### config.mk
export PLATFORM = sky130hd
export DESIGN_NAME = registro_universal_n
export DESIGN_NICKNAME = d
export VERILOG_FILES = /design/src/rtl/registro_universal_n.sv
export SDC_FILE = /design/constraint.sdc
export NUM_CORES = 1
export LEC_CHECK = 0
export ABC_AREA = 1
export CAP_MARGIN = 30
export CORE_AREA = 10 10 47 49
export CTS_BUF_LIST = sky130_fd_sc_hd__clkbuf_8
export DETAILED_ROUTE_END_ITERATION = 16
export DIE_AREA = 0 0 57 59
export PLACE_DENSITY = 0.68
export SLEW_MARGIN = 40
export SYNTH_ARGS = -nofsm -noshare
export SYNTH_HDL_FRONTEND = slang
export SYNTH_SLANG_ARGS = --single-unit
### constraint.sdc
create_clock -name Reloj -period 1.1 [get_ports Reloj]
set_clock_uncertainty 0.2 [all_clocks]
set_input_delay 0.22 -clock Reloj [delete_from_list [all_inputs] [get_ports Reloj]]
set_output_delay 0.22 -clock Reloj [all_outputs]
set_load 0.01 [all_outputs]
### src/rtl/registro_universal_n.sv
// Parametrised universal register: hold, load, shift, rotate and (optionally) up/down count.
// Define REGISTRO_CUENTA_EN to build the counting modes; otherwise modes 110/111 act as hold.
module registro_universal_n #(
   parameter int               ANCHO          = 4,
   parameter logic [ANCHO-1:0] VALOR_REINICIO = '0
) (
   input  logic             Reloj,
   input  logic             Reiniciar,
   input  logic             Habilitar,
   input  logic [2:0]       Modo,
   input  logic [ANCHO-1:0] Dato,
   input  logic             EntSerie,
   output logic [ANCHO-1:0] Salida,
   output logic             Acarreo,
   output logic             Cero
);

   typedef enum logic [2:0] {
      MODO_MANTENER = 3'b000,
      MODO_CARGAR   = 3'b001,
      MODO_DESP_IZQ = 3'b010,
      MODO_DESP_DER = 3'b011,
      MODO_ROT_IZQ  = 3'b100,
      MODO_ROT_DER  = 3'b101,
      MODO_CONT_ASC = 3'b110,
      MODO_CONT_DES = 3'b111
   } modo_t;

   logic [ANCHO-1:0] siguiente;
   logic             acarreo_sig;

`ifdef REGISTRO_CUENTA_EN
   // One extra bit so the carry out / borrow appears as the top bit.
   logic [ANCHO:0] suma;
   logic [ANCHO:0] resta;
   assign suma  = {1'b0, Salida} + {{ANCHO{1'b0}}, 1'b1};
   assign resta = {1'b0, Salida} - {{ANCHO{1'b0}}, 1'b1};
`endif

   always_comb begin
      siguiente   = Salida;
      acarreo_sig = 1'b0;
      case (modo_t'(Modo))
         MODO_MANTENER: begin
            siguiente   = Salida;
            acarreo_sig = 1'b0;
         end
         MODO_CARGAR: begin
            siguiente   = Dato;
            acarreo_sig = 1'b0;
         end
         MODO_DESP_IZQ: begin
            siguiente   = {Salida[ANCHO-2:0], EntSerie};
            acarreo_sig = Salida[ANCHO-1];
         end
         MODO_DESP_DER: begin
            siguiente   = {EntSerie, Salida[ANCHO-1:1]};
            acarreo_sig = Salida[0];
         end
         MODO_ROT_IZQ: begin
            siguiente   = {Salida[ANCHO-2:0], Salida[ANCHO-1]};
            acarreo_sig = Salida[ANCHO-1];
         end
         MODO_ROT_DER: begin
            siguiente   = {Salida[0], Salida[ANCHO-1:1]};
            acarreo_sig = Salida[0];
         end
`ifdef REGISTRO_CUENTA_EN
         MODO_CONT_ASC: begin
            siguiente   = suma[ANCHO-1:0];
            acarreo_sig = suma[ANCHO];
         end
         MODO_CONT_DES: begin
            siguiente   = resta[ANCHO-1:0];
            acarreo_sig = resta[ANCHO];
         end
`else
         MODO_CONT_ASC, MODO_CONT_DES: begin
            siguiente   = Salida;
            acarreo_sig = 1'b0;
         end
`endif
         default: begin
            siguiente   = Salida;
            acarreo_sig = 1'b0;
         end
      endcase
   end

   // Reset wins over enable; a disabled edge keeps both the word and the flag.
   always_ff @(posedge Reloj) begin
      if (!Reiniciar) begin
         Salida  <= VALOR_REINICIO;
         Acarreo <= 1'b0;
      end else if (Habilitar) begin
         Salida  <= siguiente;
         Acarreo <= acarreo_sig;
      end
   end

   assign Cero = (Salida == '0);

endmodule

## After elaboration in Yosys (flattened, before gate mapping)

Cells that the tools add are included.

- Register bits after elaboration: 5
- Bits of input ports: 11
- Output and inout bits: 6
- Logic and storage cells: 19

- Equal/unequal tests: 7
- Mux-type cells: 2
- Bitwise operators: 1
- Reductions and logical operators: 7

Operator list:

| cell | number |
|---|---|
| 4-bit one-hot mux with 5 select lines | 1 |
| 3-bit equality test (second input constant) | 4 |
| 3-bit by 2-bit equality test with 1-bit output (second input constant) | 2 |
| 4-bit logical NOT | 1 |
| 2-bit OR reduction | 2 |
| 4-bit OR reduction | 1 |
| 3-bit by 1-bit equality test with 1-bit output (second input constant) | 1 |
| 3-bit logical NOT | 1 |
| 1-bit one-hot mux with 3 select lines | 1 |
| 3-bit OR reduction | 1 |
| 2-bit AND reduction | 1 |
| 1-bit NOT | 1 |

## Depth between registers and ports, before layout

- Depth after elaboration: 4
- Depth in mapped cells: 8
- Mapped depth without buffers: 8

## Worst setup path after synthesis

No wires, ideal clock.

- Path kind: flip-flop to output port
- Start point: register Salida[3]
- End point: output port Cero
- Data arrival time: 0.811 ns
- Setup slack: -0.131 ns
- Stages on the path, launching flop included: 2
- Cell sequence: dfxtp_1 nor4_1

- Longest elaborated chain between the ends: 1

Ends and longest elaborated chain:

| item | RTL line | text |
|---|---|---|
| start: declaration | 13 | `output logic [ANCHO-1:0] Salida,` |
| start signal: assignment | 96 | `Salida <= siguiente;` |
| 4-bit logical NOT | 101 | `assign Cero = (Salida == '0);` |
| end: declaration | 15 | `output logic Cero` |

No other way between the ends.

## Worst setup path in the final report

Same ends and word-level chain as after synthesis.

==> flow_metrics.tcl <==
set metrics [dict create \
    async_flop_share 0 \
    synthMuxAreaShare 0 \
    cp_max_fo 2 \
    path_clk_slew_ns 0.04 \
    worst_r2r_path_depth 6 \
    first_global_vias 542 \
    floorplan.initialDensity 0.274 \
    dpl_cell_area_um2 657 \
    overall_routing_resource_usage 0.0796 \
    synth_sequential_area_ratio 0.261 \
    power.density_cell_area_mw_per_mm2 1030 \
    core_area_mm2 0.00140 \
    final.fill_count 152 \
    internal_power_mw 0.568 \
    regToRegSetupSlack_ns -0.10 \
    fmax_mhz 725 \
    yosysTopAreaCellShare 0.261 \
    cts_tree "done" \
    grt_pass1_wl_um 2100 \
    timing.critical_path.required_ns 0.68 \
    number_of_synthesized_flops_with_an_enable_pin 0 \
    synth_xor_area_frac 0 \
    numCtsBuffers 3 \
    drt-initial-drc-count 1 \
    via_count 504 \
    synth_cells 66 \
    max-vdd-ir-drop_uv 1090 \
    worstHoldStart "Habilitar" \
    detail_route.drc_violations 0 \
    clk_root_buffer_cell "clkbuf_8" \
    nature_of_the_critical_path_startpoint "register" \
    timing.setup.critical_path_class "reg -> out" \
    max_cap_violations 0 \
    synth_top_family_by_area "simple AND/OR/NAND/NOR gates" \
    failed_checks "setup timing" \
    syn_area_um2 384 \
    pwr-share-comb 0.326 \
    maxSlewViolCount 0 \
    total_placed_cells_including_tap_cells 108 \
    grt-ovfl-total 0 \
    post-synth-top-count-cell "nand2_1" \
    worstPathArrival_ns 0.96 \
    rows 14 \
    yosys_warnings 0 \
    hold_path_class "in -> reg" \
    synth_compound_gate_area_share 0.0782 \
    synthSimpleGateAreaFrac 0.583 \
    hold_path_stages 4 \
    cts.sinks 5 \
    clock_path_buffers 2 \
    rsz0062_at_grt "true" \
    place.port_buffers 16 \
    nets 109 \
    timing.critical_path.to_type "output pin" \
    result_of_the_run "finished, violations left" \
    antenna-diode-count 0 \
    worst_pin_slew_ns 0.174 \
    final_design_area_no_fill_um2 769 \
    cts_max_level 1 \
    worstSkewPairLatency_ns 0.22 \
    detailed_place_hpwl_um 991 \
    reg2reg_from "Salida[3]$_SDFFE_PN0P_" \
    leakage_nw 0.381 \
    worst_slack_ns -0.280 \
    yosys.cell_types.count 14 \
    post_synth_most_frequent_cells "nand2_1 (25), nor2_1 (9), dfxtp_1 (5)" \
    holdPathEnd "Acarreo$_SDFFE_PN0P_" \
    clock_power_share 0.409 \
    setup_viol 8 \
    yosys-top-cells-area "dfxtp_1 (26%), nand2_1 (24%), nor2_1 (8.8%), nand2_4 (5.9%), nor2_4 (5.9%)" \
    chipHeight_um 59 \
    post_layout_nonfiller_instances 113 \
    regToRegEndpoint "Salida[0]$_SDFFE_PN0P_" \
    grt_start_max_net_pins 7 \
    die_x_um 57 \
    yosys.area_share.adder 0 \
    die_area_mm2 0.00336 \
    finalCoreUtilization 0.549 \
    post_synth_net_total 77 \
    post_cts_hold_buffer_count 0 \
    area.growth.synth_to_final_pct 100 \
    total_switching_power_mw 0.227 \
    flip_flop_and_latch_count_after_synthesis 5 \
    detail_route.first_pass.iterations 2 \
    detailedPlace.worstSlack_ns -0.606 \
    power.switching_fraction 0.286 \
    drtAntennaViolNets 0 \
    hold_viol 0 \
    wl_per_cell_um 11.7 \
    post_route_cells_drive_above_1_share 0.505 \
    io-pin-count 17 \
    share_seq_of_total_power 0.264 \
    placer_congestion 0.803 \
    routed_via_density 4.46 \
    wl_um 1330 \
    avg_synthesized_cell_area_um2 5.82 \
    finalCritPeriodShare 1.25 \
    synth_area_leader "dfxtp_1" \
    max_slew_margin 0.883 \
    finalWorstPathRequiredPeriod_ns 1.38 \
    initial_antenna_violation_count 0 \
    finalHoldWorstSlack_ns 0.216 \
    synth_ff_type "dfxtp_1" \
]
-- through the flow --
step / total power [mW] / setup TNS, ns
CTS: 0.800 / -1.13
global placement: 0.447 / -4.55
floorplan: 0.317 / 0
finish: 0.795 / -0.838
detailed placement: 0.449 / -4.72
global route: 0.852 / -1.18
-- final cells by class --
class / instances / area, um^2 / area share
Timing Repair Buffer: 27 / 245 / 0.319
Clock buffer: 3 / 41.3 / 0.0537
Inverter: 8 / 35.0 / 0.0455
Multi-Input combinational cell: 53 / 310 / 0.403
Clock inverter: 1 / 3.75 / 0.00488
Sequential cell: 5 / 114 / 0.148
Tap cell: 16 / 20.0 / 0.0260
-- routing by layer --
| metal | wire (um) | GRT usage | vias up |
|---|---|---|---|
| li1 | - | - | 268 |
| met1 | 504 | 0.0737 | 221 |
| met2 | 672 | 0.129 | 15 |
| met3 | 150 | 0.0708 | 0 |
| met4 | 0 | 0.0201 | 0 |
| met5 | 0 | 0 | - |
-- registers in the layout (all words and copies together) (netlist names) --
name	count
Salida	4
Acarreo	1
-- how the worst max path moves through the flow --
stage | startpoint | end | slack (ns) | cells after the start
floorplan | Salida[0]$_SDFFE_PN0P_ | Salida[3]$_SDFFE_PN0P_ | 0.02 | 6
global placement | Modo[1] | Salida[1]$_SDFFE_PN0P_ | -0.57 | 8
detailed placement | Modo[1] | Salida[2]$_SDFFE_PN0P_ | -0.61 | 8
CTS | Salida[1]$_SDFFE_PN0P_ | Cero | -0.29 | 2
global route | Salida[3]$_SDFFE_PN0P_ | Cero | -0.33 | 2
finish | Salida[3]$_SDFFE_PN0P_ | Cero | -0.28 | 2
-- critical path: stages (launching register included) --
cell	delay (ns)
dfxtp_4	0.34
nor4_4	0.23
buf_2	0.17
-- power by group through the flow --
stage | Combinational (mW) | Sequential [mW] | Clock (mW)
2_1_floorplan | 0.0945 | 0.223 | 0
6_report | 0.259 | 0.210 | 0.325
3_3_place_gp | 0.235 | 0.212 | 0
4_1_cts | 0.254 | 0.211 | 0.335
3_5_place_dp | 0.236 | 0.212 | 0
5_1_grt | 0.284 | 0.211 | 0.356
-- cell usage in the layout, fill, tap and decap left out --
cell             netlist  final
o21ai_0                2      1
clkdlybuf4s50_1        0      5
dfxtp_4                0      3
nand2_2                2      6
nor2_2                 0      1
nor4_4                 0      1
a21oi_1                3      2
nand3_1                4      2
nand2_1               25     19
inv_1                  4      4
clkbuf_8               0      3
dfxtp_2                0      2
nand3_2                0      2
buf_4                  0      9
o21ai_1                1      2
inv_2                  4      3
nand4_1                2      2
nor2_4                 2      2
dlygate4sd2_1          0      2
a21oi_2                0      1
nor2_1                 9      8
inv_4                  0      2
nand2_4                2      4
clkdlybuf4s15_1        0      1
buf_2                  0      2
buf_6                  0      8
-- timing repair --
action / 4_1_cts / 5_1_grt
pin swaps: 13 / 6
resized for setup: 54 / 17
setup endpoints to repair: 11 / 11
setup buffers: 3 / 1
-- kinds of logic (layout without fill, tap and decap cells) --
family	count (synthesis)	count (layout)
and+or+nand+nor	47	47
buffers and inverters	8	39
AOI/OAI and AO/OA	6	6
DFF	5	5
No activity file was read; power rests on OpenSTA's default activity.
